[config.mk]
export PLATFORM = sky130hd
export DESIGN_NAME = seven_seg_scanner
export DESIGN_NICKNAME = d
export VERILOG_FILES = /design/src/rtl/seven_seg_scanner.sv
export SDC_FILE = /design/constraint.sdc
export NUM_CORES = 1
export LEC_CHECK = 0
export ABC_AREA = 0
export CORE_UTILIZATION = 57
export CTS_CLUSTER_DIAMETER = 30
export DETAILED_ROUTE_END_ITERATION = 6
export PLACE_DENSITY = 0.88
export SKIP_CTS_REPAIR_TIMING = 1
export SYNTH_ARGS = -nofsm -noshare
export SYNTH_HDL_FRONTEND = slang
export SYNTH_SLANG_ARGS = --single-unit
export TNS_END_PERCENT = 50
[constraint.sdc]
create_clock -name clk -period 5.5 [get_ports clk]
set_input_delay 0.825 -clock clk [delete_from_list [all_inputs] [get_ports clk]]
set_output_delay 0.825 -clock clk [all_outputs]
set_load 0.01 [all_outputs]
[src/rtl/seven_seg_scanner.sv]
// Eight-digit common-anode seven-segment scanner fed by a packed BCD time word.
// Optional leading-zero blanking of digits 7..3 when SEVSEG_LZ_BLANK_EN is defined.
`timescale 1ns/1ps
module seven_seg_scanner #(
    parameter int CLK_DIV      = 100000,
    parameter int BLANK_CYCLES = 1
) (
    input  logic        clk,
    input  logic        reset,
    input  logic [31:0] data,
    output logic [7:0]  an,
    output logic [6:0]  seg,
    output logic        dp,
    output logic        frame_done
);

    localparam int            PW       = $clog2(CLK_DIV);
    localparam logic [PW-1:0] PCNT_MAX = PW'(CLK_DIV - 1);
    localparam logic [PW-1:0] BLANK_W  = PW'(BLANK_CYCLES);

    logic [PW-1:0] pcnt;
    logic [2:0]    idx;
    logic [31:0]   snap;
    logic          tick;
    logic [3:0]    nibble;
    logic [6:0]    seg_dec;
    logic          digit_blank;
    logic [7:0]    an_next;
    logic [6:0]    seg_next;
    logic          dp_next;

    assign tick   = (pcnt == PCNT_MAX);
    assign nibble = snap[{idx, 2'b00} +: 4];

    // The snapshot only moves at the frame boundary so a mid-frame count never tears.
    always_ff @(posedge clk or posedge reset) begin
        if (reset) begin
            pcnt <= '0;
            idx  <= 3'd0;
            snap <= 32'h0;
        end else if (tick) begin
            pcnt <= '0;
            idx  <= idx + 3'd1;
            if (idx == 3'd7) begin
                snap <= data;
            end
        end else begin
            pcnt <= pcnt + 1'b1;
        end
    end

    always_comb begin
        seg_dec = 7'h3F;
        case (nibble)
            4'h0:    seg_dec = 7'h40;
            4'h1:    seg_dec = 7'h79;
            4'h2:    seg_dec = 7'h24;
            4'h3:    seg_dec = 7'h30;
            4'h4:    seg_dec = 7'h19;
            4'h5:    seg_dec = 7'h12;
            4'h6:    seg_dec = 7'h02;
            4'h7:    seg_dec = 7'h78;
            4'h8:    seg_dec = 7'h00;
            4'h9:    seg_dec = 7'h10;
            default: seg_dec = 7'h3F;
        endcase
    end

`ifdef SEVSEG_LZ_BLANK_EN
    logic [7:0] lz_mask;
    logic       zero_run;

    // A digit is a leading zero when it and every more-significant digit are zero.
    always_comb begin
        lz_mask  = 8'h00;
        zero_run = 1'b1;
        for (int k = 7; k >= 3; k--) begin
            zero_run   = zero_run & (snap[4*k +: 4] == 4'h0);
            lz_mask[k] = zero_run;
        end
    end

    assign digit_blank = lz_mask[idx];
`else
    assign digit_blank = 1'b0;
`endif

    always_comb begin
        an_next  = 8'hFF;
        seg_next = 7'h7F;
        dp_next  = 1'b1;
        if (!digit_blank) begin
            if (pcnt >= BLANK_W) begin
                an_next = ~(8'h01 << idx);
            end
            seg_next = seg_dec;
            dp_next  = !((idx == 3'd2) || (idx == 3'd4) || (idx == 3'd6));
        end
    end

    // One register stage on every pin keeps the outputs glitch-free.
    always_ff @(posedge clk or posedge reset) begin
        if (reset) begin
            an         <= 8'hFF;
            seg        <= 7'h7F;
            dp         <= 1'b1;
            frame_done <= 1'b0;
        end else begin
            an         <= an_next;
            seg        <= seg_next;
            dp         <= dp_next;
            frame_done <= tick && (idx == 3'd7);
        end
    end

endmodule

==> summary.md, run 1 <==
The setup TNS is 0 ps, and the total of max-cap violations is 0. The tools report the sequential area share after synthesis as 55.3%. The overall routing resource usage was 22.6%. For the final max-slew violation count, the log shows 0.

TritonCTS built the clock tree. In this run the register-to-register setup slack is 3050 ps. After routing the design area is 3940 um2. The DRC violation total after the first TritonRoute iteration was 165; the utilization after layout was 75.8%. Walking the worst path, the cells encountered are mux4_1, mux2i_1, inv_1, ha_1, a21oi_1, a31oi_1. Of all nets on the critical path, the largest fanout is 11. For this run the aggregate overflow at the end of global routing stands at 0. The final count of hold timing violations is 0, and the number of standard cells after synthesis is 233. The die height was 76.4 um; the count of H-tree levels built during CTS was 3.

The capturing element of the worst setup path was seg[2]. The run gives 408 MHz as the maximum operating frequency. The worst setup path is captured at a flip-flop. Area growth from synthesis to final layout: 24.9%. The detailed router placed 2118 vias in this run. STA classifies the critical path startpoint as a flip-flop. The critical path class was reg -> reg. On the final layout, the worst clock skew is 7.15 ps.

The tools report the area of the core as 5200 um2. The critical path starts at idx[0]. Hold timing on the final database bottoms out at a slack of 503 ps. Of the available clock period, the critical path in the final layout requires 44.5%. After detailed routing, the average wire length per cell comes to 16.2 um.

The fraction of registers with async set/reset is 100%, and the TritonCTS buffer count is 9. The clock passes through at most 2 buffers. The largest net degree at the start of global routing is 70. Library cell used as clock root buffer: sky130_fd_sc_hd__clkbuf_8.

Leakage power total: 0.00168 uW. In this run the power density over the cells is 263 nW/um2. Dividing the synthesized area by the synthesized cell count gives 13.6 um2. For the first-pass iteration count of the detailed router, the log shows 4. The clock period could shrink to 2450 ps. For this configuration, the core starts out at a cell density of 60.7%.

The clock share of power was 41.1%; the relative slew slack was 46.1%. The number of warnings issued by yosys was 0. Detailed placement ended at an HPWL of 3970 um. The logs give 221 uW for the power spent charging and discharging nets and 0 for the setup-violating endpoint count in the final report. After synthesis, the netlist uses 34 different library cells. The largest single stage delay on the critical path is 650 ps. Launch instance of the worst register-to-register path: idx[0]. The via density per instance came out at 5.79. The worst register-to-register path ends at seg[2]. In this run, synthesis produced a sequential element count of 69. The combinational power share was 7.3%; the switching part of the total power was 21.2%.

The run finished with clean final reports. The depth of the worst register-to-register path came out at 6. Sequential cells account for 51.5% of the total power. The net count of the finished layout is 338.

The run gives 51 as the total I/O pin count. Setup repair after global routing left no endpoint under its margin. For the initial antenna violation count, the log shows 0. STA puts the critical path data required time at 5740 ps. In this run the cell area measured after placement is 3730 um2. The floorplan die width is 76.4 um, and the row count is 26. The logs give 2106 for the via count of the first global-routing pass and 5840 um2 for the total die area.

The number of nets handed over by synthesis was 280. Total number of clock tree sinks: 69. At the later pin of the worst-skew pair, clock insertion delay measures 340 ps. Worst ir drop on vdd: 0.189 mV.

The clock-pin slew on the worst setup and hold paths came out at 70 ps. The internal power is 818 uW. The arrival time of the worst setup path is 2690 ps, and the first-pass GRT wire length is 10000 um. After detailed routing, the total wire length is 5910 um. The largest individual stage delay along the critical path comes from the cell sky130_fd_sc_hd__dfrtp_1. The tools report the overall power as 1040 uW.

The synthesized design contains 0 enable-type register cells. The share of post-route cells with drive strength above 1 works out to 25.7%. The number of antenna diodes was 0; the post-detailed-route count of antenna-violating nets was 0. Number of buffers added on ports: 50.

In the synthesized netlist the dominant register cell turns out to be sky130_fd_sc_hd__dfrtp_1. The kind of path behind the tightest hold check was reg -> reg. The congestion estimate from routability-driven global placement came to 0.789.

The detailed-route DRC error count is 0. The synthesized netlist occupies a cell area of 3160 um2. The measured slew at the worst slew-check pin was 808 ps.
==> cell type report <==
type | instances | area [um2]
flip-flops and latches | 69 | 1750
multi-input cells | 148 | 1340
clock inverters | 4 | 45.0
clock buffers | 12 | 165
well taps | 70 | 87.6
repair buffers | 53 | 523
inverters | 10 | 37.5
fillers | 325 | 1260
==> routing by layer <==
metal  up-vias  GRT usage, %  share of wire [%]
met3        17          4.07                4.2
met1      1064          29.6                 43
li1        954             -                  -
met5         -             0                  0
met4         0          13.3                2.9
met2        83          35.6                 50
==> critical path: cells and delay by family (launching register included) <==
kind / cells / cell delay (ps)
buffers and inverters: 1 / 180
adder cells (fa/ha/maj): 1 / 260
flip-flops: 1 / 650
multiplexers: 2 / 1080
AO/OA/AOI/OAI: 2 / 170
==> kinds of logic (layout without fill, tap and decap cells) <==
logic type                 count (synthesis)  count (layout)  share of synthesized area (%)
muxes                                     49              49                           21.4
DFF                                       69              69                           55.3
AOI/OAI and AO/OA                         14              14                           2.73
and+or+nand+nor                           58              58                           9.27
adders and majority gates                 13              13                           5.15
xor gates and xnor gates                  14              14                           3.88
buffers and inverters                     16              79                           2.30
==> power by group through the flow <==
| stage | combinational [uW] | sequential [uW] | clock [uW] |
|---|---|---|---|
| after detailed placement | 76.9 | 544 | 0 |
| after CTS | 77.6 | 535 | 432 |
| final | 76.2 | 535 | 427 |
| after global placement | 74.0 | 543 | 0 |
| after global routing | 83.3 | 537 | 453 |
| after floorplan | 34.3 | 543 | 0 |
==> how the worst min path moves through the flow <==
stage                     depth (start not counted)  endpoint  slack (ps)     start
final                                             1  pcnt[14]         500  pcnt[14]
after global routing                              1  pcnt[11]         510  pcnt[11]
after CTS                                         1  pcnt[11]         500  pcnt[11]
after detailed placement                          1  pcnt[11]         480  pcnt[11]
after global placement                            1  pcnt[11]         480  pcnt[11]
after floorplan                                   1  pcnt[11]         460  pcnt[11]
==> Yosys cell counts, types with 2 or more instances <==
cell / n / area share, %
sky130_fd_sc_hd__mux2i_1: 4 / 1.3
sky130_fd_sc_hd__a22oi_1: 2 / 0.48
sky130_fd_sc_hd__nor3_1: 5 / 0.79
sky130_fd_sc_hd__and4_1: 2 / 0.55
sky130_fd_sc_hd__mux4_2: 2 / 1.4
sky130_fd_sc_hd__nand3_1: 12 / 1.9
sky130_fd_sc_hd__o21ai_0: 2 / 0.32
sky130_fd_sc_hd__nor4_1: 4 / 0.79
sky130_fd_sc_hd__mux2_2: 34 / 12
sky130_fd_sc_hd__dfrtp_1: 53 / 42
sky130_fd_sc_hd__mux4_1: 6 / 5.0
sky130_fd_sc_hd__xnor2_1: 6 / 1.7
sky130_fd_sc_hd__or2_2: 2 / 0.40
sky130_fd_sc_hd__a2bb2oi_1: 2 / 0.55
sky130_fd_sc_hd__nor2_1: 12 / 1.4
sky130_fd_sc_hd__and2_1: 2 / 0.40
sky130_fd_sc_hd__buf_2: 4 / 0.63
sky130_fd_sc_hd__a21oi_1: 6 / 0.95
sky130_fd_sc_hd__xor2_1: 8 / 2.2
sky130_fd_sc_hd__nand2_1: 10 / 1.2
sky130_fd_sc_hd__dfstp_2: 16 / 13
sky130_fd_sc_hd__inv_1: 10 / 1.2
sky130_fd_sc_hd__nand4_1: 5 / 0.99
sky130_fd_sc_hd__and3_1: 2 / 0.40
sky130_fd_sc_hd__ha_1: 13 / 5.2
==> sequential cells by signal, indices dropped and copies added, names as in the netlist <==
name / count
an: 8
dp: 1
frame_done: 1
idx: 3
pcnt: 17
seg: 7
snap: 32
==> per-stage QoR <==
stage | worst slack, ps | cells
floorplan | 2960 | 233
global placement | 3150 | 350
detailed placement | 3060 | 350
CTS | 3010 | 366
global route | 2880 | 366
finish | 3050 | 366
==> layout by cell type (no fill, tap or decap), types with 3 or more instances in the layout <==
cell type,count
sky130_fd_sc_hd__a21oi_1,6
sky130_fd_sc_hd__buf_4,3
sky130_fd_sc_hd__clkbuf_8,12
sky130_fd_sc_hd__clkdlybuf4s50_1,50
sky130_fd_sc_hd__clkinv_2,3
sky130_fd_sc_hd__dfrtp_1,53
sky130_fd_sc_hd__dfstp_2,16
sky130_fd_sc_hd__ha_1,13
sky130_fd_sc_hd__inv_1,9
sky130_fd_sc_hd__mux2_2,34
sky130_fd_sc_hd__mux2i_1,4
sky130_fd_sc_hd__mux4_1,6
sky130_fd_sc_hd__nand2_1,10
sky130_fd_sc_hd__nand3_1,12
sky130_fd_sc_hd__nand4_1,5
sky130_fd_sc_hd__nor2_1,12
sky130_fd_sc_hd__nor3_1,5
sky130_fd_sc_hd__nor4_1,4
sky130_fd_sc_hd__xnor2_1,6
sky130_fd_sc_hd__xor2_1,8
(Power assumes the default switching activity.)
==> run 2, diff against run 1 <==
--- a/config.mk
+++ b/config.mk
@@ -6,10 +6,10 @@
 export NUM_CORES = 1
 export LEC_CHECK = 0
 export ABC_AREA = 0
-export CORE_UTILIZATION = 57
+export CORE_UTILIZATION = 53
 export CTS_CLUSTER_DIAMETER = 30
 export DETAILED_ROUTE_END_ITERATION = 6
-export PLACE_DENSITY = 0.88
+export PLACE_DENSITY = 0.83
 export SKIP_CTS_REPAIR_TIMING = 1
 export SYNTH_ARGS = -nofsm -noshare
 export SYNTH_HDL_FRONTEND = slang
==> constraint.sdc (replaced) <==
create_clock -name clk -period 2.4 [get_ports clk]
set_input_delay 0.36 -clock clk [delete_from_list [all_inputs] [get_ports clk]]
set_output_delay 0.36 -clock clk [all_outputs]
set_load 0.01 [all_outputs]
==> summary.md, run 2 (synthesis results as in run 1) <==
Leaving out fill and tap cells, the most frequent cell in the layout is sky130_fd_sc_hd__dfrtp_1. The final count of hold timing violations is 0. The final max-slew violation count came out at 0.

STA classifies the critical path endpoint as a flip-flop. The analysis attributes to cell leakage a power of 0.00169 uW. After detailed routing, the number of remaining DRC violations is 0. Count of nets after finishing: 340. The register with the most flip-flops in the layout has 32 of them. The relative slew slack is 66.4%. 51 I/O pins were placed.

Setup violations remaining at the end of the flow were counted as 0. The final period demand of the worst path was 2140 ps; the total number of clock tree sinks was 69. Walking the worst path, the cells encountered are mux4_1, mux2i_2, inv_1, ha_1, mux2i_1, a22oi_1. Net switching is 21.1% of the power.

Clock skew on the completed layout was measured at 5.07 ps. For this design the total switching power over the nets is 517 uW. The tools report the first-pass iteration count of the detailed router as 4.

TritonCTS built the clock tree. In this run the worst path has a maximum fanout of 5. The final routed wire length divided by cell count was 15.3 um. Based on the critical path, the design can be clocked at up to 466 MHz. For the TritonCTS buffer count, the log shows 9. In this design, the stage delay of the slowest critical-path cell is 610 ps. The area growth from synthesis to final layout is 26.4%, and the clock-pin slew on the worst setup and hold paths is 70 ps. The logs give 1974 for the via count of the first global-routing pass and 71.2% for the utilization after layout.

The largest register by flop count was snap. The arrival time of the worst setup path was 2410 ps. The run gives 0.444 mV as the worst ir drop on vdd. The worst setup path is of the reg -> reg kind.

The share of total power dissipated in the clock network is 42.6%. The H-tree was split into 3 levels. Placer congestion estimate: 0.783.

The worst register-to-register path ends at seg[3]. For the remaining global-route overflow, the log shows 0. The initial antenna violation count was 0.

The top cell types in the final layout, fill and taps aside, are sky130_fd_sc_hd__dfrtp_1, sky130_fd_sc_hd__clkdlybuf4s50_1, sky130_fd_sc_hd__mux2_2. The depth of the worst register-to-register path was 6. The largest registers in the layout are snap (32), pcnt (17), an (8).

The sum of buffers and inverters on the critical path works out to 1. Launch instance of the worst register-to-register path: idx[0]. Setup repair after global routing left no endpoint under its margin. The first global-routing pass estimated 9670 um of wire. Port buffering added 50 buffers. The later pin in the worst-skew pair is clocked with a latency of 350 ps.

Summed over all layers, the routed wires come to 5670 um. The run gives 2007 as the via total after detailed routing. Once detail routing completed, the nets flagged for antenna violations numbered 0. Row generation in the floorplan step produced 27 rows. The detailed placement HPWL came out at 3940 um.

Largest net degree at the start of global routing: 46. On the critical path, the stage with the largest delay is an instance of sky130_fd_sc_hd__mux4_1. The measured slew at the worst slew-check pin came out at 503 ps. The die height is 79.2 um, and the post-route fraction of the period consumed by the critical path is 89.4%. At the worst endpoint, the required time is 2660 ps. Using the TritonRoute via totals, the vias-per-cell ratio works out to 5.42. The share of post-route cells with drive strength above 1 was 26.5%; the maximum clock path buffer count was 2.

The number of antenna diodes is 0, and the power density normalized to cell area is 613 nW/um2. Across every metal layer, demand over resource in global routing totals 21.1%. The tools report the initial core utilization as 56.3%. The internal portion of the total power is 1930 uW.

Per report_power, the combinational group accounts for 7.3% of the total. The total area inside the core boundary comes to 5610 um2. Sequential power share: 50.1%. The DRC violation total after the first TritonRoute iteration is 117. The cell sitting at the root of the clock tree is a sky130_fd_sc_hd__clkbuf_8. Across the run, the number of max-cap violations was 0. The die is 79.2 um wide. The worst setup path is launched from a flip-flop. The worst hold path belongs to the class in -> async. The worst-case register-to-register setup slack was 260 ps; the setup TNS was 0 ps. The die covers 6270 um2. The category of cells accounting for the largest share of critical-path delay is multiplexers. The run finished with clean final reports.
run 2: cell types whose count changed in the layout (fill, tap and decap cells not counted), sizes merged:
| cell | change |
|---|---|
| buf | +2 |
| bufinv | +1 |
| clkbuf | -2 |
| clkinvlp | +1 |
run 2: worst max-delay path by stage:
stage / slack, ps / to / startpoint / cells after the start
finish: 260 / seg[3] / idx[0] / 6
global route: 130 / seg[3] / idx[0] / 6
CTS: 140 / seg[3] / idx[0] / 6
detailed placement: 180 / seg[3] / idx[0] / 6
global placement: 310 / seg[0] / idx[0] / 6
floorplan: 330 / frame_done / reset / 1
run 2: per-stage QoR:
stage	cells	setup WS [ps]	hold WS, ps	instance area (um2)	power, uW
2_1_floorplan	233	327	456	3160	1320
3_3_place_gp	354	314	475	3760	1420
3_5_place_dp	354	179	489	3760	1420
4_1_cts	370	137	373	3990	2470
5_1_grt	370	129	406	3990	2540
6_report	370	255	361	3990	2450
run 2: layout make-up:
class | count | area, um2
Timing Repair Buffer | 55 | 551
Inverter | 10 | 37.5
Tap cell | 72 | 90.1
Fill cell | 406 | 1620
Sequential cell | 69 | 1750
Clock inverter | 6 | 86.3
Multi-Input combinational cell | 148 | 1340
Clock buffer | 10 | 138
run 2: power by group through the flow:
stage	sequential (uW)	combinational [uW]	clock [uW]
2_1_floorplan	1240	78.7	0
3_3_place_gp	1240	175	0
3_5_place_dp	1240	180	0
4_1_cts	1220	181	1070
5_1_grt	1230	197	1120
6_report	1220	179	1040
run 2: routing by layer:
metal / global-route usage [%] / routed length [um] / up-vias
met3: 4.60 / 190 / 9
li1: - / - / 961
met4: 12.0 / 140 / 0
met1: 28.8 / 2660 / 997
met2: 31.1 / 2680 / 40
met5: 0 / 0 / -
